### src/rtl/dac_ctrl_pkg.sv
// rtl/dac_ctrl_pkg.sv - shared types, init ROM and frame helper for the PCM1780 control port
package dac_ctrl_pkg;
    localparam int FRAME_W  = 16;
    localparam int INIT_LEN = 3;

    typedef struct packed {
        logic [6:0] addr;
        logic [7:0] data;
    } dac_wr_t;

    typedef enum logic [2:0] {
        ST_INIT_ARB,
        ST_IDLE,
        ST_WAIT_TICK,
        ST_SHIFT,
        ST_GAP
    } dac_state_e;

    // Power-up writes: attenuation L/R to 0 dB, then unmute.
    function automatic dac_wr_t init_rom(input logic [1:0] idx);
        dac_wr_t wr;
        case (idx)
            2'd0:    wr = '{addr: 7'd16, data: 8'hFF};
            2'd1:    wr = '{addr: 7'd17, data: 8'hFF};
            default: wr = '{addr: 7'd18, data: 8'h00};
        endcase
        return wr;
    endfunction

    function automatic logic [FRAME_W-1:0] make_frame(input dac_wr_t wr);
        return {1'b0, wr.addr, wr.data};
    endfunction
endpackage

### src/rtl/dac_ctrl_ser.sv
// rtl/dac_ctrl_ser.sv - MC divider and 16-bit MS/MD shifter with load/busy handshake
module dac_ctrl_ser
    import dac_ctrl_pkg::*;
#(
    parameter int CLK_DIV = 8
) (
    input  logic               clk_i,
    input  logic               rst_n_i,
    input  logic               load_i,
    input  logic [FRAME_W-1:0] frame_i,
    output logic               tick_o,
    output logic               busy_o,
    output logic               done_o,
    output logic               sel_n_o,
    output logic               clock_o,
    output logic               data_o
);
    localparam int               DIV_W    = $clog2(CLK_DIV);
    localparam logic [DIV_W-1:0] DIV_LAST = DIV_W'(CLK_DIV - 1);
    localparam logic [DIV_W-1:0] DIV_HALF = DIV_W'(CLK_DIV / 2);

    logic [DIV_W-1:0]   div_q, div_d;
    logic               clock_q;
    logic               pending_q, active_q;
    logic [3:0]         cnt_q;
    logic [FRAME_W-1:0] shift_q;
    logic               sel_n_q, data_q;

    // tick_o marks the cycle whose closing edge is the MC falling edge
    assign tick_o  = (div_q == DIV_LAST);
    assign div_d   = tick_o ? '0 : div_q + 1'b1;
    assign busy_o  = pending_q | active_q;
    assign done_o  = tick_o & active_q & (cnt_q == 4'd0);
    assign sel_n_o = sel_n_q;
    assign clock_o = clock_q;
    assign data_o  = data_q;

    always_ff @(posedge clk_i or negedge rst_n_i) begin
        if (!rst_n_i) begin
            div_q     <= '0;
            clock_q   <= 1'b0;
            pending_q <= 1'b0;
            active_q  <= 1'b0;
            cnt_q     <= 4'd0;
            shift_q   <= '0;
            sel_n_q   <= 1'b1;
            data_q    <= 1'b0;
        end else begin
            div_q   <= div_d;
            clock_q <= (div_d >= DIV_HALF);
            if (load_i && !busy_o) begin
                shift_q   <= frame_i;
                pending_q <= 1'b1;
            end else if (tick_o) begin
                if (pending_q) begin
                    sel_n_q   <= 1'b0;
                    data_q    <= shift_q[FRAME_W-1];
                    shift_q   <= shift_q << 1;
                    cnt_q     <= 4'd15;
                    pending_q <= 1'b0;
                    active_q  <= 1'b1;
                end else if (active_q) begin
                    if (cnt_q != 4'd0) begin
                        data_q  <= shift_q[FRAME_W-1];
                        shift_q <= shift_q << 1;
                        cnt_q   <= cnt_q - 4'd1;
                    end else begin
                        sel_n_q  <= 1'b1;
                        data_q   <= 1'b0;
                        active_q <= 1'b0;
                    end
                end
            end
        end
    end
endmodule

### src/rtl/dac_ctrl_arbiter.sv
// rtl/dac_ctrl_arbiter.sv - init sequencer and round-robin arbiter for the PCM1780 control port
module dac_ctrl_arbiter
    import dac_ctrl_pkg::*;
#(
    parameter int NUM_REQ  = 3,
    parameter int CLK_DIV  = 8,
    parameter int GAP_BITS = 2,
    parameter bit INIT_EN  = 1'b1
) (
    input  logic                 i_clk48,
    input  logic                 i_rst48_n,
    input  logic [NUM_REQ-1:0]   i_req_valid,
    input  logic [7*NUM_REQ-1:0] i_req_addr,
    input  logic [8*NUM_REQ-1:0] i_req_data,
    output logic [NUM_REQ-1:0]   o_req_ready,
    output logic                 o_init_done,
    output logic                 o_busy,
    output logic                 o_sel_n,
    output logic                 o_clock,
    output logic                 o_data
);
    localparam int               PTR_W     = (NUM_REQ > 1) ? $clog2(NUM_REQ) : 1;
    localparam int               GAP_W     = $clog2(GAP_BITS + 1);
    localparam logic [GAP_W-1:0] GAP_LAST  = GAP_W'(GAP_BITS - 1);
    localparam logic [1:0]       INIT_LAST = 2'(INIT_LEN - 1);
    localparam dac_state_e       RESET_ST  = INIT_EN ? ST_INIT_ARB : ST_IDLE;

    dac_state_e         state_q, state_d;
    logic [PTR_W-1:0]   ptr_q, ptr_d;
    logic [1:0]         idx_q, idx_d;
    logic [GAP_W-1:0]   gap_q, gap_d;
    logic               init_done_q, init_done_d;

    logic [PTR_W-1:0]   winner, cand;
    logic               grant, load;
    logic [FRAME_W-1:0] frame;
    logic               tick, ser_busy, ser_done;
    dac_wr_t            req_wr;

    // Scan downward so the candidate closest to ptr_q is the one that sticks
    always_comb begin
        winner = ptr_q;
        cand   = '0;
        for (int k = NUM_REQ - 1; k >= 0; k--) begin
            cand = PTR_W'((int'(ptr_q) + k) % NUM_REQ);
            if (i_req_valid[cand]) winner = cand;
        end
    end

    assign grant       = (state_q == ST_IDLE) && init_done_q && (|i_req_valid);
    assign req_wr.addr = i_req_addr[7*int'(winner) +: 7];
    assign req_wr.data = i_req_data[8*int'(winner) +: 8];

    always_ff @(posedge i_clk48 or negedge i_rst48_n) begin
        if (!i_rst48_n) begin
            state_q     <= RESET_ST;
            ptr_q       <= '0;
            idx_q       <= '0;
            gap_q       <= '0;
            init_done_q <= 1'b0;
        end else begin
            state_q     <= state_d;
            ptr_q       <= ptr_d;
            idx_q       <= idx_d;
            gap_q       <= gap_d;
            init_done_q <= init_done_d;
        end
    end

    always_comb begin
        state_d     = state_q;
        ptr_d       = ptr_q;
        idx_d       = idx_q;
        gap_d       = gap_q;
        init_done_d = init_done_q | ~INIT_EN;
        case (state_q)
            ST_INIT_ARB: state_d = ST_WAIT_TICK;
            ST_IDLE: begin
                if (grant) begin
                    state_d = ST_WAIT_TICK;
                    ptr_d   = (winner == PTR_W'(NUM_REQ - 1)) ? '0 : winner + 1'b1;
                end
            end
            ST_WAIT_TICK: if (tick) state_d = ST_SHIFT;
            ST_SHIFT: begin
                gap_d = '0;
                if (ser_done) state_d = ST_GAP;
            end
            ST_GAP: begin
                if (tick) begin
                    gap_d = gap_q + 1'b1;
                    if (gap_q == GAP_LAST) begin
                        if (init_done_q) begin
                            state_d = ST_IDLE;
                        end else if (idx_q == INIT_LAST) begin
                            state_d     = ST_IDLE;
                            init_done_d = 1'b1;
                        end else begin
                            state_d = ST_INIT_ARB;
                            idx_d   = idx_q + 2'd1;
                        end
                    end
                end
            end
            default: state_d = ST_IDLE;
        endcase
    end

    always_comb begin
        o_req_ready = '0;
        load        = 1'b0;
        frame       = make_frame(req_wr);
        case (state_q)
            ST_INIT_ARB: begin
                load  = 1'b1;
                frame = make_frame(init_rom(idx_q));
            end
            ST_IDLE: begin
                if (grant) begin
                    load                = 1'b1;
                    o_req_ready[winner] = 1'b1;
                end
            end
            default: ;
        endcase
    end

    // Reset state is INIT_ARB, so busy is masked while reset is held
    assign o_busy      = i_rst48_n && (state_q != ST_IDLE);
    assign o_init_done = init_done_q;

    dac_ctrl_ser #(
        .CLK_DIV (CLK_DIV)
    ) u_ser (
        .clk_i   (i_clk48),
        .rst_n_i (i_rst48_n),
        .load_i  (load),
        .frame_i (frame),
        .tick_o  (tick),
        .busy_o  (ser_busy),
        .done_o  (ser_done),
        .sel_n_o (o_sel_n),
        .clock_o (o_clock),
        .data_o  (o_data)
    );

    logic unused_ser_busy;
    assign unused_ser_busy = ser_busy;
endmodule

### config.mk
export PLATFORM = sky130hd
export DESIGN_NAME = dac_ctrl_arbiter
export DESIGN_NICKNAME = d
export VERILOG_FILES = /design/src/rtl/dac_ctrl_pkg.sv /design/src/rtl/dac_ctrl_ser.sv /design/src/rtl/dac_ctrl_arbiter.sv
export SDC_FILE = /design/constraint.sdc
export NUM_CORES = 1
export LEC_CHECK = 0
export BUFFER_PORTS_ARGS = -buffer_cell sky130_fd_sc_hd__buf_4
export CAP_MARGIN = 15
export CORE_MARGIN = 2
export CORE_UTILIZATION = 54
export DETAILED_ROUTE_END_ITERATION = 16
export PLACE_DENSITY = 0.8
export SKIP_LAST_GASP = 1
export SYNTH_ARGS = -nofsm -noshare
export SYNTH_HDL_FRONTEND = slang
export SYNTH_SLANG_ARGS = --single-unit
### constraint.sdc
create_clock -name i_clk48 -period 2.5 [get_ports i_clk48]
set_input_delay 0.125 -clock i_clk48 [delete_from_list [all_inputs] [get_ports i_clk48]]
set_output_delay 0.125 -clock i_clk48 [all_outputs]
set_load 0.01 [all_outputs]
; ---- Word level (Yosys, flattened, before mapping)
; Cells that the tools add are included.
[word_totals]
reg_bits = 38
out_inout_bits = 8
elab_cells = 131
[op_classes]
addsub = 7
multipliers = 1
n_div = 3
order_cmp = 6
n_eq_ne = 16
shift = 2
muxes = 50
bitwise = 6
reduce_logical = 27
[op_table]
columns = op, n
row1 = $mux 16, 5
row2 = $mod 32x3->32 const B, 2
row3 = $mod 3x3->32 const B, 1
row4 = $mux 3, 8
row5 = $shiftx 24x6->8, 1
row6 = $shiftx 21x6->7, 1
row7 = $mux 1, 20
row8 = $pmux 10 s2, 1
row9 = $mux 15, 1
row10 = $pmux 3 s5, 1
row11 = $lt 2x3->1 const B, 4
row12 = $mux 4, 3
row13 = $mux 2, 5
row14 = $reduce_and 5->1, 2
row15 = $reduce_and 3->1, 3
row16 = $reduce_and 4->1, 2
row17 = $reduce_bool 2->1, 4
row18 = $add 2x1->2 const B, 3
row19 = $bmux 1 s2, 3
row20 = $eq 3x2->1 const B, 2
row21 = $eq 3x3->1 const B, 2
row22 = $ne 2x1->1 const B, 3
row23 = $ne 2x2->1 const B, 3
row24 = $reduce_and 2->1, 3
row25 = other kinds (25), 35

; ---- Depth between registers and ports, before layout
; Gate-level depths: netlist of run 1.
[depth]
word_depth = 13
mapped_depth = 10
mapped_depth_nobuf = 8

; ---- Hierarchy
; A second synthesis of run 1 with hierarchy kept.
[hier_totals]
hier_cells = 264
area_unflattened_um2 = 2603.7
[modules_own_cells]
columns = module, n_inst, cells_per_inst, area_per_inst_um2
row1 = dac_ctrl_arbiter, 1, 158, 1321.3
row2 = dac_ctrl_ser, 1, 106, 1282.5

; ---- Worst setup path before layout of run 1
; Ideal clock, no wire load.
[synth_path]
path_type = register to output
start = reg ptr_q[0]
end = out o_req_ready[2]
t_arrival_ns = 2.115
t_required_ns = 2.375
slack_ns = 0.260
stages_incl_launch_ff = 7
n_path_buf = 0
path_cell_list = dfrtp_1 -> ha_1 -> or2_1 -> or3_1 -> a32oi_2 -> nor2_1 -> nor3_1
[synth_via]
elab_chain_len = 13
[synth_lines]
columns = item, line
row1 = from (decl), dac_ctrl_arbiter.sv:29  ; logic [PTR_W-1:0] ptr_q, ptr_d;
row2 = from (signal assigned), dac_ctrl_arbiter.sv:63  ; ptr_q <= ptr_d;
row3 = $add 2x2->3, dac_ctrl_arbiter.sv:45  ; cand = PTR_W'((int'(ptr_q) + k) % NUM_REQ);
row4 = $mod 32x3->32, dac_ctrl_arbiter.sv:45
row5 = $bmux 1 s2, dac_ctrl_arbiter.sv:46  ; if (i_req_valid[cand]) winner = cand;
row6 = $mux 1 (not written as such), dac_ctrl_arbiter.sv:46
row7 = $mux 2 (2 in a row), dac_ctrl_arbiter.sv:46
row8 = $mux 2 *, dac_ctrl_arbiter.sv:46
row9 = $lt 2x3->1 (not written as such) / $ge 2x1->1 (equally long branches), dac_ctrl_arbiter.sv:121  ; o_req_ready[winner] = 1'b1;
row10 = $logic_and 1x1->1 (not written as such), dac_ctrl_arbiter.sv:121
row11 = $mux 1 (not written as such), dac_ctrl_arbiter.sv:121
row12 = $demux 1 s2 *, dac_ctrl_arbiter.sv:121
row13 = $mux 3 *, dac_ctrl_arbiter.sv:119  ; if (grant) begin
row14 = $mux 3 *, dac_ctrl_arbiter.sv:113  ; case (state_q)
row15 = to (decl), dac_ctrl_arbiter.sv:15  ; output logic [NUM_REQ-1:0] o_req_ready,
; Mark *: on every way between the ends. The rest lies on a longest branch, timed or not. The select of a mux whose other input is x is not followed.

; ---- Worst setup path after layout of run 1
[layout_path]
start = reg ptr_q[0]
end = reg u_ser.shift_q[8]
[layout_via]
elab_chain_len = 11
[layout_lines]
columns = item, line
row1 = $add 2x2->3, dac_ctrl_arbiter.sv:45
row2 = $mod 32x3->32, dac_ctrl_arbiter.sv:45
row3 = $bmux 1 s2, dac_ctrl_arbiter.sv:46
row4 = $mux 1 (not written as such), dac_ctrl_arbiter.sv:46
row5 = $mux 2 (2 in a row), dac_ctrl_arbiter.sv:46
row6 = $mux 2 *, dac_ctrl_arbiter.sv:46
row7 = $mul 3x2->5 *, dac_ctrl_arbiter.sv:51  ; assign req_wr.addr = i_req_addr[7*int'(winner) +: 7];
row8 = $shiftx 21x6->7 *, dac_ctrl_arbiter.sv:51
row9 = $mux 15 *, dac_ctrl_arbiter.sv:113
row10 = $mux 16 *, dac_ctrl_ser.sv:51  ; if (load_i && !busy_o) begin
row11 = to (signal assigned), dac_ctrl_ser.sv:52  ; shift_q <= frame_i;
row12 = to (signal assigned), dac_ctrl_ser.sv:58  ; shift_q <= shift_q << 1;
row13 = to (signal assigned), dac_ctrl_ser.sv:65  ; shift_q <= shift_q << 1;
row14 = to (decl), dac_ctrl_ser.sv:26  ; logic [FRAME_W-1:0] shift_q;
; Marks and branches as above.
; A chain may end at the register's enable or synchronous reset.

==> implementation parameters, run 1 <==
Parameter                              Value

Timing
  Slew headroom ... 64.8%
  Max-slew violation count ... 0
  Endpoints failing setup ... 0
  Min cycle time layout ... 2.40 ns
  Clock Skews ... 0.00326 ns
  Worst-case setup margin in the final layout ... 0.103 ns
  Peak clock frequency supported by timing ... 417 MHz
  Share of the clock period used by the worst path ... 95.9%
  Slew of the pin with the lowest slew margin ... 0.528 ns
  Final hold viol count ... 0

Logic synthesis
  Share of synthesized cell area in full adder, half adder and majority cells ... 4.49%
  Fraction of synthesized area in multiplexers ... 4.84%
  Post-Syn Instances ... 283
  Top FF cell, synth ... sky130_fd_sc_hd__dfrtp_1
  Mapped Nets ... 342
  Part of the Yosys area used for sequential elements ... 37.0%
  Post-synthesis compound-gate area fraction ... 25.0%
  Yosys warnings ... 0
  Post-Synth Simple-Gate Area ... 24.1%
  Cell Area, Synth ... 2510 µm²
  Synthesized area per cell ... 8.86 µm²
  Unique masters post-synth ... 55
  Dominant combinational cell family by area after synthesis ... compound AO/OA/AOI/OAI gates
  Post-Synth XOR/XNOR Area ... 0.699%
  Share of synthesized flip-flops with an asynchronous set or reset ... 100%
  Number of synthesized register bits ... 37
  Number of enable flip-flop cells after synthesis ... 0

Floorplan
  Die Area ... 5200 µm²
  Chip Width ... 72.1 µm
  Starting density of the core ... 56.8%
  Row count ... 24
  I/O pins ... 58
  Die extent in y ... 72.1 µm
  Core area ... 4410 µm²

Setup path
  Signal arrival time at the worst endpoint ... 2.60 ns
  Delay of the slowest cell on the worst path ... 0.42 ns
  Cell-by-cell listing of the critical path ... inv_2 > ha_4 > or2_4 > or3_4 > a32o_2 > buf_6 > a21boi_4 > buf_6 > a221oi_2 > a221oi_2
  Worst Path Required ... 2.70 ns
  Depth of the worst register-to-register path ... 10
  Peak fanout along the critical path ... 5
  Family with the most delay on the worst path ... compound AO/OA/AOI/OAI gates
  Capture point of the worst reg-to-reg path ... u_ser.shift_q[8]$_DFFE_PN0P_
  Element type at the critical path end ... register
  Worst setup path class ... reg -> reg
  Sum of buffers and inverters on the critical path ... 3
  CP startpoint kind ... register
  Reg-to-Reg Start ... ptr_q[0]$_DFFE_PN0P_
  Crit-path slowest cell ... sky130_fd_sc_hd__dfrtp_2
  Setup slack, reg-to-reg ... 0.10 ns
  CP startpoint ... ptr_q[0]$_DFFE_PN0P_

Final layout
  Antenna cells ... 0
  Share of cells above drive strength 1 ... 34.1%
  Number of nets at the end of the flow ... 413
  Area overhead of the layout relative to synthesis ... 28.7%
  Area occupied by multi-input gates ... 1530 µm²
  Total of fill cells in the finished design ... 329
  Reg area ... 930 µm²

Drt
  Routed wirelength normalized by instance count ... 16.0 µm
  Overall routed net length ... 6.50 mm
  # DRC ... 0
  Antenna-violating nets left ... 0
  Via/cell ratio ... 6.05
  Initial DRC Count ... 191
  DR pass1 iterations ... 4
  Overall via count from detail_route ... 2463

GRT
  Maximum number of pins on one net before global-route repair ... 39
  Aggregate global-route resource usage ... 25.4%
  Antenna violations before repair ... 0
  Number of global-route vias before repair ... 2343
  Total congestion overflow ... 0
  Wire length of the first global-routing pass ... 10.4 mm

Place
  Dpl ws ... 0.0469 ns
  Port Buffer Count ... 57
  Detailed placer's ending HPWL ... 4.75 mm
  Final estimated routing congestion in global placement ... 0.902

Hold path
  Worst hold endpoint ... u_ser.shift_q[0]$_DFFE_PN0P_
  Worst min-delay path class ... in -> reg
  Hold path startpoint ... i_req_data[16]
  Number of instances on the worst hold path ... 2

Power and ir drop
  Internal power of the cells ... 918 µW
  Max rail drop VDD ... 0.368 mV
  Combinational Power Share ... 18.8%
  Leakage dissipation ... 0.00144 µW
  Final total power ... 1250 µW
  Switching share of power ... 26.5%
  Reg power frac ... 48.3%
  Net load switching power ... 331 µW
  Clock Power Share ... 32.9%
  Total power density per cell area ... 387 nW/µm²

Clocking
  Clock sink total ... 37
  TritonCTS buffer count ... 5
  Clk slew on worst S/H paths ... 0.07 ns
  Clock H-tree levels ... 2
  CTS tree ... done
  CTS max path bufs ... 2
  Root buffer selected by CTS ... sky130_fd_sc_hd__clkbuf_8
  Insertion delay to the later sink of the worst-skew pair ... 0.29 ns

Run
  # Max-Cap Violations ... 0

Outcome
  Status ... completed
-- layout make-up --
| type | count | share of cell area, % |
|---|---|---|
| clock buffer | 5 | 2.13 |
| clock inverter | 3 | 0.543 |
| inverter | 9 | 1.05 |
| multi-input combinational | 225 | 47.4 |
| sequential | 37 | 28.8 |
| tap | 52 | 2.02 |
| timing repair buffer | 76 | 18.1 |
-- power by group through the flow --
stage | registers, µW | logic [µW] | clock network [µW]
5_1_grt | 604 | 253 | 445
4_1_cts | 603 | 221 | 420
3_5_place_dp | 614 | 207 | 0
2_1_floorplan | 615 | 98.9 | 0
3_3_place_gp | 614 | 205 | 0
6_report | 604 | 235 | 411
-- placed cells by master (no fill, tap or decap), types with 4 or more instances in the layout --
| master | netlist | routed |
|---|---|---|
| sky130_fd_sc_hd__a21oi_1 | 16 | 15 |
| sky130_fd_sc_hd__a32oi_1 | 6 | 6 |
| sky130_fd_sc_hd__nor2b_1 | 5 | 5 |
| sky130_fd_sc_hd__dfrtp_1 | 36 | 34 |
| sky130_fd_sc_hd__mux2_2 | 9 | 9 |
| sky130_fd_sc_hd__a31oi_1 | 10 | 10 |
| sky130_fd_sc_hd__nand2b_1 | 8 | 8 |
| sky130_fd_sc_hd__nand2_1 | 31 | 31 |
| sky130_fd_sc_hd__nor2_1 | 22 | 22 |
| sky130_fd_sc_hd__a21boi_0 | 4 | 4 |
| sky130_fd_sc_hd__o21ai_0 | 19 | 18 |
| sky130_fd_sc_hd__nand3_1 | 12 | 12 |
| sky130_fd_sc_hd__and3_1 | 5 | 5 |
| sky130_fd_sc_hd__clkbuf_8 | 0 | 5 |
| sky130_fd_sc_hd__a221oi_2 | 4 | 4 |
| sky130_fd_sc_hd__inv_1 | 9 | 7 |
| sky130_fd_sc_hd__nor3_1 | 12 | 10 |
| sky130_fd_sc_hd__buf_4 | 3 | 72 |
| sky130_fd_sc_hd__ha_1 | 9 | 7 |
| sky130_fd_sc_hd__or3_1 | 5 | 4 |
-- layer usage --
metal  wire (µm)  GRT usage (%)
met1        2710           33.1
met4         204           11.1
met5           0              0
met2        3120           41.4
met3         463           4.72
-- stage by stage --
step	cell area [µm²]	std cells	hold WS (ns)	util, %	setup TNS (ns)
6_report	3230	407	0.0727	73.1	0
4_1_cts	3160	404	0.0663	71.6	0
3_5_place_dp	3010	390	0.119	68.2	0
3_3_place_gp	3010	390	0.123	68.2	0
5_1_grt	3230	407	0.0678	73.1	-0.0239
2_1_floorplan	2510	283	-0.171	-	0
-- state kept, by name, indices dropped and copies added, names as in the netlist --
name / flops
ptr_q: 2
u_ser.cnt_q: 4
u_ser.div_q: 2
u_ser.clock_o: 1
o_init_done: 1
u_ser.data_o: 1
idx_q: 2
u_ser.pending_q: 1
gap_q: 2
state_q: 3
u_ser.shift_q: 16
u_ser.sel_n_o: 1
u_ser.active_q: 1
-- worst max path at each step --
stage                                              end  slack, ns  cells past startpoint
after floorplan                         o_req_ready[2]       0.26                      6
after global placement    u_ser.shift_q[9]$_DFFE_PN0P_       0.10                      8
after detailed placement  u_ser.shift_q[9]$_DFFE_PN0P_       0.05                      8
after CTS                 u_ser.shift_q[8]$_DFFE_PN0P_      0.004                     10
after global routing      u_ser.shift_q[7]$_DFFE_PN0P_      -0.01                      9
final                     u_ser.shift_q[8]$_DFFE_PN0P_       0.10                     10
-- kinds of logic after synthesis --
logic type / after synthesis
compound gates: 85
xor+xnor: 2
fa+ha+maj: 9
buf+inv: 21
flops: 37
mux: 11
simple gates: 118
-- synthesized netlist by cell type (all sizes together), types with 2 or more instances --
cell	n	share of area, %
nand2	31	4.6
mux2i	2	0.80
a31oi	10	2.5
and3	5	1.2
mux2	9	4.0
nor2b	5	1.2
or3	5	1.2
nor3b	2	0.80
o21ai	19	3.8
a32oi	7	2.7
a21boi	5	1.9
nand2b	8	2.0
a221oi	4	2.4
xnor2	2	0.70
o221ai	2	0.70
and2	2	0.50
o311ai	2	1.0
nand3	12	2.4
dfrtp	36	36
or2	4	1.0
o31a	3	1.0
a211oi	2	0.60
nor2	22	3.3
clkbuf	2	0.30
ha	9	4.5
inv	9	1.3
o21a	3	0.90
a31o	2	0.70
a21o	3	0.90
buf	10	2.2
a21oi	16	3.2
nand4	3	0.75
nor3	14	3.4
o31ai	2	0.80
-- timing repair --
action                     4_1_cts  5_1_grt
setup endpoints to repair        3       17
buffers inserted                 5        3
gates resized for setup          3       14
hold endpoints to repair        36        0
hold buffers                     1        0
pin swaps                        3        8
-- worst register-to-register path, stage by stage, from the launching register on --
cell                       delay, ns
sky130_fd_sc_hd__dfrtp_2        0.42
sky130_fd_sc_hd__inv_2          0.06
sky130_fd_sc_hd__ha_4           0.16
sky130_fd_sc_hd__or2_4          0.25
sky130_fd_sc_hd__or3_4          0.34
sky130_fd_sc_hd__a32o_2         0.30
sky130_fd_sc_hd__buf_6          0.13
sky130_fd_sc_hd__a21boi_4       0.20
sky130_fd_sc_hd__buf_6          0.13
sky130_fd_sc_hd__a221oi_2       0.06
sky130_fd_sc_hd__a221oi_2       0.25
Power figures use the tool's default switching activity.
==> inputs of run 2 (changes only) <==
--- a/config.mk
+++ b/config.mk
@@ -8,9 +8,10 @@
 export BUFFER_PORTS_ARGS = -buffer_cell sky130_fd_sc_hd__buf_4
 export CAP_MARGIN = 15
 export CORE_MARGIN = 2
-export CORE_UTILIZATION = 54
+export CORE_UTILIZATION = 34
+export CTS_BUF_LIST = sky130_fd_sc_hd__clkbuf_4 sky130_fd_sc_hd__clkbuf_8 sky130_fd_sc_hd__clkbuf_16
+export CTS_CLUSTER_DIAMETER = 100
 export DETAILED_ROUTE_END_ITERATION = 16
-export PLACE_DENSITY = 0.8
 export SKIP_LAST_GASP = 1
 export SYNTH_ARGS = -nofsm -noshare
 export SYNTH_HDL_FRONTEND = slang
==> implementation parameters, run 2 (synthesis gave the netlist of run 1 again) <==
Parameter                              Value

Final layout
  Number of nets at the end of the flow ... 413 (unchanged)
  Area overhead of the layout relative to synthesis ... 31.7% (was 28.7%)
  Total of fill cells in the finished design ... 710 (was 329)
  Most common library cell in the layout ignoring fill and taps ... sky130_fd_sc_hd__buf_4 (unchanged)
  Highest-count cells in the layout ignoring fill and taps ... sky130_fd_sc_hd__buf_4, sky130_fd_sc_hd__dfrtp_1, sky130_fd_sc_hd__nand2_1, sky130_fd_sc_hd__nor2_1, sky130_fd_sc_hd__o21ai_0 (unchanged)
  Area occupied by multi-input gates ... 1550 µm² (was 1530 µm²)
  Share of cells above drive strength 1 ... 33.2% (was 34.1%)
  Antenna cells ... 0 (unchanged)
  Max reg flops ... 16 (unchanged)
  Post-route cell area ... 3300 µm² (was 3230 µm²)
  Reg area ... 927 µm² (was 930 µm²)
  Largest registers in the final layout ... u_ser.shift_q (16), u_ser.cnt_q (4), state_q (3) (unchanged)
  Register name with the most flops ... u_ser.shift_q (unchanged)

Place
  Port Buffer Count ... 57 (unchanged)
  Final estimated routing congestion in global placement ... 0.826 (was 0.902)
  Detailed placer's ending HPWL ... 4.83 mm (was 4.75 mm)
  Instance area at placement ... 3080 µm² (was 3010 µm²)

Clocking
  CTS tree ... done (unchanged)
  Clock sink total ... 37 (unchanged)
  CTS max path bufs ... 2 (unchanged)
  Insertion delay to the later sink of the worst-skew pair ... 0.29 ns (about the same)
  Clock H-tree levels ... 2 (unchanged)
  Root buffer selected by CTS ... sky130_fd_sc_hd__clkbuf_8 (unchanged)
  TritonCTS buffer count ... 5 (unchanged)
  Clk slew on worst S/H paths ... 0.08 ns (was 0.07 ns)

Timing
  Slew headroom ... 61.9% (was 64.8%)
  Max-slew violation count ... 0 (unchanged)
  Peak clock frequency supported by timing ... 419 MHz (was 417 MHz)
  Final hold viol count ... 0 (unchanged)
  Share of the clock period used by the worst path ... 95.5% (was 95.9%)
  Clock Skews ... 0.00981 ns (was 0.00326 ns)
  Slew of the pin with the lowest slew margin ... 0.572 ns (was 0.528 ns)
  Endpoints failing setup ... 0 (unchanged)
  Setup repair after global routing missed its margin ... true
  Min cycle time layout ... 2.39 ns (was 2.40 ns)

Outcome
  Status ... completed (unchanged)

GRT
  Aggregate global-route resource usage ... 16.6% (was 25.4%)
  Antenna violations before repair ... 0 (unchanged)
  Total congestion overflow ... 0 (unchanged)
  Wire length of the first global-routing pass ... 11.1 mm (was 10.4 mm)
  Maximum number of pins on one net before global-route repair ... 39 (unchanged)
  Number of global-route vias before repair ... 2415 (was 2343)

Hold path
  Hold path startpoint ... i_req_data[16] (unchanged)
  Number of instances on the worst hold path ... 2 (unchanged)
  Worst min-delay path class ... in -> reg (unchanged)
  Worst hold endpoint ... u_ser.shift_q[0]$_DFFE_PN0P_ (unchanged)

Floorplan
  Die Area ... 8080 µm² (was 5200 µm²)
  Core area ... 7210 µm² (was 4410 µm²)
  Die extent in y ... 89.9 µm (was 72.1 µm)
  Starting density of the core ... 34.8% (was 56.8%)
  Chip Width ... 89.9 µm (was 72.1 µm)
  Row count ... 31 (was 24)
  I/O pins ... 58 (unchanged)

Drt
  Overall via count from detail_route ... 2378 (was 2463)
  Overall routed net length ... 6.61 mm (was 6.50 mm)
  Routed wirelength normalized by instance count ... 14.6 µm (was 16.0 µm)
  DR pass1 iterations ... 4 (unchanged)
  Via/cell ratio ... 5.24 (was 6.05)
  Initial DRC Count ... 108 (was 191)
  # DRC ... 0 (unchanged)
  Antenna-violating nets left ... 0 (unchanged)

Power and ir drop
  Leakage dissipation ... 0.00144 µW (about the same)
  Final total power ... 1260 µW (was 1250 µW)
  Max rail drop VDD ... 0.218 mV (was 0.368 mV)
  Total power density per cell area ... 383 nW/µm² (was 387 nW/µm²)

Setup path
  Element type at the critical path end ... register (unchanged)
  Signal arrival time at the worst endpoint ... 2.59 ns (was 2.60 ns)
  Depth of the worst register-to-register path ... 9 (was 10)
  Reg-to-Reg Start ... ptr_q[1]$_DFFE_PN0P_ (was ptr_q[0]$_DFFE_PN0P_)
  Peak fanout along the critical path ... 9 (was 5)
  Setup slack, reg-to-reg ... 0.11 ns (was 0.10 ns)
  Worst setup path class ... reg -> reg (unchanged)
  CP startpoint kind ... register (unchanged)
  Worst Path Required ... 2.70 ns (about the same)
  Capture point of the worst reg-to-reg path ... u_ser.shift_q[9]$_DFFE_PN0P_ (was u_ser.shift_q[8]$_DFFE_PN0P_)

Run
  # Max-Cap Violations ... 0 (unchanged)
[run 2: how the worst max path moves through the flow]
stage	depth (start not counted)	end	startpoint	slack, ns
global placement	7	u_ser.shift_q[9]$_DFFE_PN0P_	ptr_q[0]$_DFFE_PN0P_	0.13
floorplan	6	o_req_ready[2]	ptr_q[0]$_DFFE_PN0P_	0.26
global route	9	u_ser.shift_q[9]$_DFFE_PN0P_	ptr_q[1]$_DFFE_PN0P_	-0.03
detailed placement	8	u_ser.shift_q[9]$_DFFE_PN0P_	ptr_q[1]$_DFFE_PN0P_	0.06
CTS	8	o_req_ready[0]	ptr_q[0]$_DFFE_PN0P_	0.001
finish	9	u_ser.shift_q[9]$_DFFE_PN0P_	ptr_q[1]$_DFFE_PN0P_	0.11
[run 2: what timing repair did]
action / CTS / global route
gates cloned: 0 / 0
setup buffers: 2 / 5
pin swaps: 3 / 5
hold endpoints to repair: 36 / 0
setup endpoints to repair: 3 / 15
hold buffers: 1 / 0
gates resized for setup: 5 / 9
[run 2: power by group]
group / switching (µW) / leakage (µW) / internal, µW
Sequential: 2.21 / 0.000449 / 601
Combinational: 116 / 0.000945 / 128
Clock: 213 / 0.0000484 / 204
Total: 331 / 0.00144 / 933
[run 2: metal layers]
layer  global-route usage [%]  vias to the layer above  wire, µm
met2                     27.4                       63      3130
met1                     21.6                     1123      3040
met3                     3.77                        8       322
li1                         -                     1184         -
met4                     5.51                        0       117
met5                        0                        -         0
[run 2: final cells by class]
cell class                 count  area share (%)
inverter                       9            1.02
tap                           99            3.75
clock inverter                 2           0.303
timing repair buffer          76            17.7
sequential                    37            28.1
clock buffer                   6            2.31
multi-input combinational    225            46.8
[run 2: through the flow]
stage	TNS, ns	std cells	setup slack (ns)	util [%]	hold slack (ns)
floorplan	0	283	0.260	-	-0.171
global placement	0	438	0.126	42.7	0.128
detailed placement	0	438	0.0619	42.7	0.131
CTS	0	449	0.00135	44.6	0.0756
global route	-0.0385	454	-0.0319	45.8	0.0788
finish	0	454	0.111	45.8	0.0826
[run 2: worst max-delay path: stages (launching register included)]
cell                       delay, ns
sky130_fd_sc_hd__dfrtp_1        0.39
sky130_fd_sc_hd__inv_1          0.09
sky130_fd_sc_hd__ha_2           0.21
sky130_fd_sc_hd__or2_1          0.25
sky130_fd_sc_hd__or3_4          0.36
sky130_fd_sc_hd__a32o_2         0.34
sky130_fd_sc_hd__a21boi_4       0.19
sky130_fd_sc_hd__buf_12         0.14
sky130_fd_sc_hd__a221oi_2       0.07
sky130_fd_sc_hd__a221oi_2       0.26
==> inputs of run 3 (changes only) <==
--- a/config.mk
+++ b/config.mk
@@ -6,7 +6,6 @@
 export NUM_CORES = 1
 export LEC_CHECK = 0
 export BUFFER_PORTS_ARGS = -buffer_cell sky130_fd_sc_hd__buf_4
-export CAP_MARGIN = 15
 export CORE_MARGIN = 2
 export CORE_UTILIZATION = 34
 export CTS_BUF_LIST = sky130_fd_sc_hd__clkbuf_4 sky130_fd_sc_hd__clkbuf_8 sky130_fd_sc_hd__clkbuf_16
==> constraint.sdc (replaced) <==
create_clock -name i_clk48 -period 2.5 [get_ports i_clk48]
set_input_delay 0.125 -clock i_clk48 [delete_from_list [all_inputs] [get_ports i_clk48]]
set_output_delay 0.125 -clock i_clk48 [all_outputs]
set_load 0.02 [all_outputs]
==> implementation parameters, run 3 (synthesis gave the netlist of run 1 again) <==
Parameter                              Value

Outcome
  Status ... completed (unchanged)

Setup path
  Family with the most delay on the worst path ... compound AO/OA/AOI/OAI gates (unchanged)
  CP startpoint kind ... register (unchanged)
  Peak fanout along the critical path ... 8 (was 9)
  Signal arrival time at the worst endpoint ... 2.56 ns (was 2.59 ns)
  Sum of buffers and inverters on the critical path ... 2 (unchanged)
  Cell repeated most along the worst path ... sky130_fd_sc_hd__a221oi_2 (unchanged)
  Worst Path Required ... 2.69 ns (was 2.70 ns)
  Element type at the critical path end ... register (unchanged)
  Crit-path slowest cell ... sky130_fd_sc_hd__dfrtp_1 (unchanged)
  Cell-by-cell listing of the critical path ... inv_1 > ha_2 > or2_1 > or3_1 > a32o_2 > a21boi_4 > buf_4 > a221oi_2 > a221oi_2 (was inv_1 > ha_2 > or2_1 > or3_4 > a32o_2 > a21boi_4 > buf_12 > a221oi_2 > a221oi_2)
  Delay of the slowest cell on the worst path ... 0.39 ns (about the same)
  Worst setup path class ... reg -> reg (unchanged)

Power and ir drop
  Total power density per cell area ... 391 nW/µm² (was 383 nW/µm²)
  Max rail drop VDD ... 0.234 mV (was 0.218 mV)
  Leakage dissipation ... 0.00144 µW (about the same)

Drt
  Routed wirelength normalized by instance count ... 14.6 µm (about the same)
  Via/cell ratio ... 5.25 (was 5.24)
  Initial DRC Count ... 149 (was 108)
  Antenna-violating nets left ... 0 (unchanged)
  Overall routed net length ... 6.60 mm (was 6.61 mm)
  # DRC ... 0 (unchanged)
  DR pass1 iterations ... 4 (unchanged)
  Overall via count from detail_route ... 2378 (unchanged)

Timing
  Share of the clock period used by the worst path ... 94.5% (was 95.5%)
  Worst Hold Slack ... 0.0849 ns (was 0.0826 ns)
  Clock Skews ... 0.00864 ns (was 0.00981 ns)
  Endpoints failing setup ... 0 (unchanged)
  Min cycle time layout ... 2.36 ns (was 2.39 ns)
  Peak clock frequency supported by timing ... 423 MHz (was 419 MHz)
  Slew of the pin with the lowest slew margin ... 0.551 ns (was 0.572 ns)
  Setup repair after global routing missed its margin ... true (unchanged)
  Final hold viol count ... 0 (unchanged)
  Max-slew violation count ... 0 (unchanged)
  Slew headroom ... 63.2% (was 61.9%)

Clocking
  CTS tree ... done (unchanged)
  TritonCTS buffer count ... 5 (unchanged)
  Root buffer selected by CTS ... sky130_fd_sc_hd__clkbuf_8 (unchanged)
  CTS max path bufs ... 2 (unchanged)
  Clock H-tree levels ... 2 (unchanged)
  Insertion delay to the later sink of the worst-skew pair ... 0.28 ns (was 0.29 ns)
  Clock sink total ... 37 (unchanged)
  Clk slew on worst S/H paths ... 0.07 ns (was 0.08 ns)

GRT
  Number of global-route vias before repair ... 2344 (was 2415)
  Total congestion overflow ... 0 (unchanged)
  Wire length of the first global-routing pass ... 11.2 mm (was 11.1 mm)
  Maximum number of pins on one net before global-route repair ... 39 (unchanged)
  Aggregate global-route resource usage ... 16.6% (about the same)
  Antenna violations before repair ... 0 (unchanged)

Final layout
  Total of fill cells in the finished design ... 751 (was 710)
  Number of nets at the end of the flow ... 413 (unchanged)
  Area overhead of the layout relative to synthesis ... 30.0% (was 31.7%)
  Utilization after layout ... 45.2% (was 45.8%)
  Antenna cells ... 0 (unchanged)
  Highest-count cells in the layout ignoring fill and taps ... sky130_fd_sc_hd__buf_4, sky130_fd_sc_hd__dfrtp_1, sky130_fd_sc_hd__nand2_1, sky130_fd_sc_hd__nor2_1, sky130_fd_sc_hd__o21ai_0 (unchanged)
  Share of cells above drive strength 1 ... 32.8% (was 33.2%)
  Max reg flops ... 16 (unchanged)
  Register name with the most flops ... u_ser.shift_q (unchanged)
  Largest registers in the final layout ... u_ser.shift_q (16), u_ser.cnt_q (4), state_q (3) (unchanged)
  Most common library cell in the layout ignoring fill and taps ... sky130_fd_sc_hd__buf_4 (unchanged)

Floorplan
  Die extent in y ... 89.9 µm (unchanged)
  Starting density of the core ... 34.8% (unchanged)
  Row count ... 31 (unchanged)
  Chip Width ... 89.9 µm (unchanged)
  I/O pins ... 58 (unchanged)
  Core area ... 7210 µm² (unchanged)
  Die Area ... 8080 µm² (unchanged)

Place
  Detailed placer's ending HPWL ... 4.87 mm (was 4.83 mm)
  Final estimated routing congestion in global placement ... 0.820 (was 0.826)
  Port Buffer Count ... 57 (unchanged)

Run
  # Max-Cap Violations ... 0 (unchanged)

Hold path
  Worst min-delay path class ... in -> reg (unchanged)
## run 3: final cells by class
| cell class | instances | area [µm²] | area share, % |
|---|---|---|---|
| multi-input combinational | 225 | 1510 | 46.4 |
| sequential | 37 | 927 | 28.4 |
| timing repair buffer | 76 | 573 | 17.6 |
| tap | 99 | 124 | 3.80 |
| clock buffer | 7 | 90.1 | 2.76 |
| inverter | 9 | 33.8 | 1.04 |
## run 3: through the flow
stage | cells | area (µm²) | TNS, ns | setup slack [ns] | power (µW)
floorplan | 283 | 2510 | 0 | 0.0617 | 716
global placement | 438 | 3080 | 0 | 0.126 | 833
detailed placement | 438 | 3080 | 0 | 0.0507 | 834
CTS | 447 | 3200 | -0.00733 | -0.00733 | 1280
global route | 453 | 3260 | -0.0322 | -0.0193 | 1340
finish | 453 | 3260 | 0 | 0.137 | 1270
## run 3: metal layers
| metal | part of all wire (%) | track usage (%) |
|---|---|---|
| met5 | 0 | 0 |
| met4 | 1.6 | 4.10 |
| met3 | 5.8 | 3.77 |
| met2 | 47 | 26.6 |
| met1 | 45 | 22.9 |
## run 3: where the power goes
| group | switching (µW) | leakage [µW] | internal [µW] | total [µW] |
|---|---|---|---|---|
| logic | 113 | 0.000939 | 125 | 238 |
| registers | 2.06 | 0.000449 | 601 | 603 |
| clock network | 204 | 0.0000477 | 230 | 434 |
## run 3: timing repair
item | 4_1_cts | 5_1_grt
endpoints found under the setup margin | 2 | 13
hold buffers | 1 | 0
gates resized for setup | 3 | 5
setup buffers | 1 | 6
pin swaps | 1 | 5
endpoints found under the hold margin | 36 | 0
## run 3: worst register-to-register path, cell delays in order (launching register included)
cell                       delay (ns)
sky130_fd_sc_hd__dfrtp_1         0.39
sky130_fd_sc_hd__inv_1           0.07
sky130_fd_sc_hd__ha_2            0.21
sky130_fd_sc_hd__or2_1           0.24
sky130_fd_sc_hd__or3_1           0.34
sky130_fd_sc_hd__a32o_2          0.30
sky130_fd_sc_hd__a21boi_4        0.26
sky130_fd_sc_hd__buf_4           0.17
sky130_fd_sc_hd__a221oi_2        0.06
sky130_fd_sc_hd__a221oi_2        0.23
## run 3: worst paths after layout
kind                                     startpoint                            to  slack, ns  depth (start not counted)
setup reg to reg               ptr_q[1]$_DFFE_PN0P_  u_ser.shift_q[8]$_DFFE_PN0P_       0.14                          9
min in group asynchronous                 i_rst48_n       u_ser.clock_o$_DFF_PN0_       0.35                          2
max in group asynchronous                 i_rst48_n     u_ser.sel_n_o$_DFFE_PN1P_       1.80                          2
setup / recovery               ptr_q[1]$_DFFE_PN0P_  u_ser.shift_q[8]$_DFFE_PN0P_       0.14                          9
hold reg to reg            u_ser.div_q[0]$_DFF_PN0_      u_ser.div_q[0]$_DFF_PN0_       0.44                          1
hold / removal                       i_req_data[16]  u_ser.shift_q[0]$_DFFE_PN0P_       0.08                          2
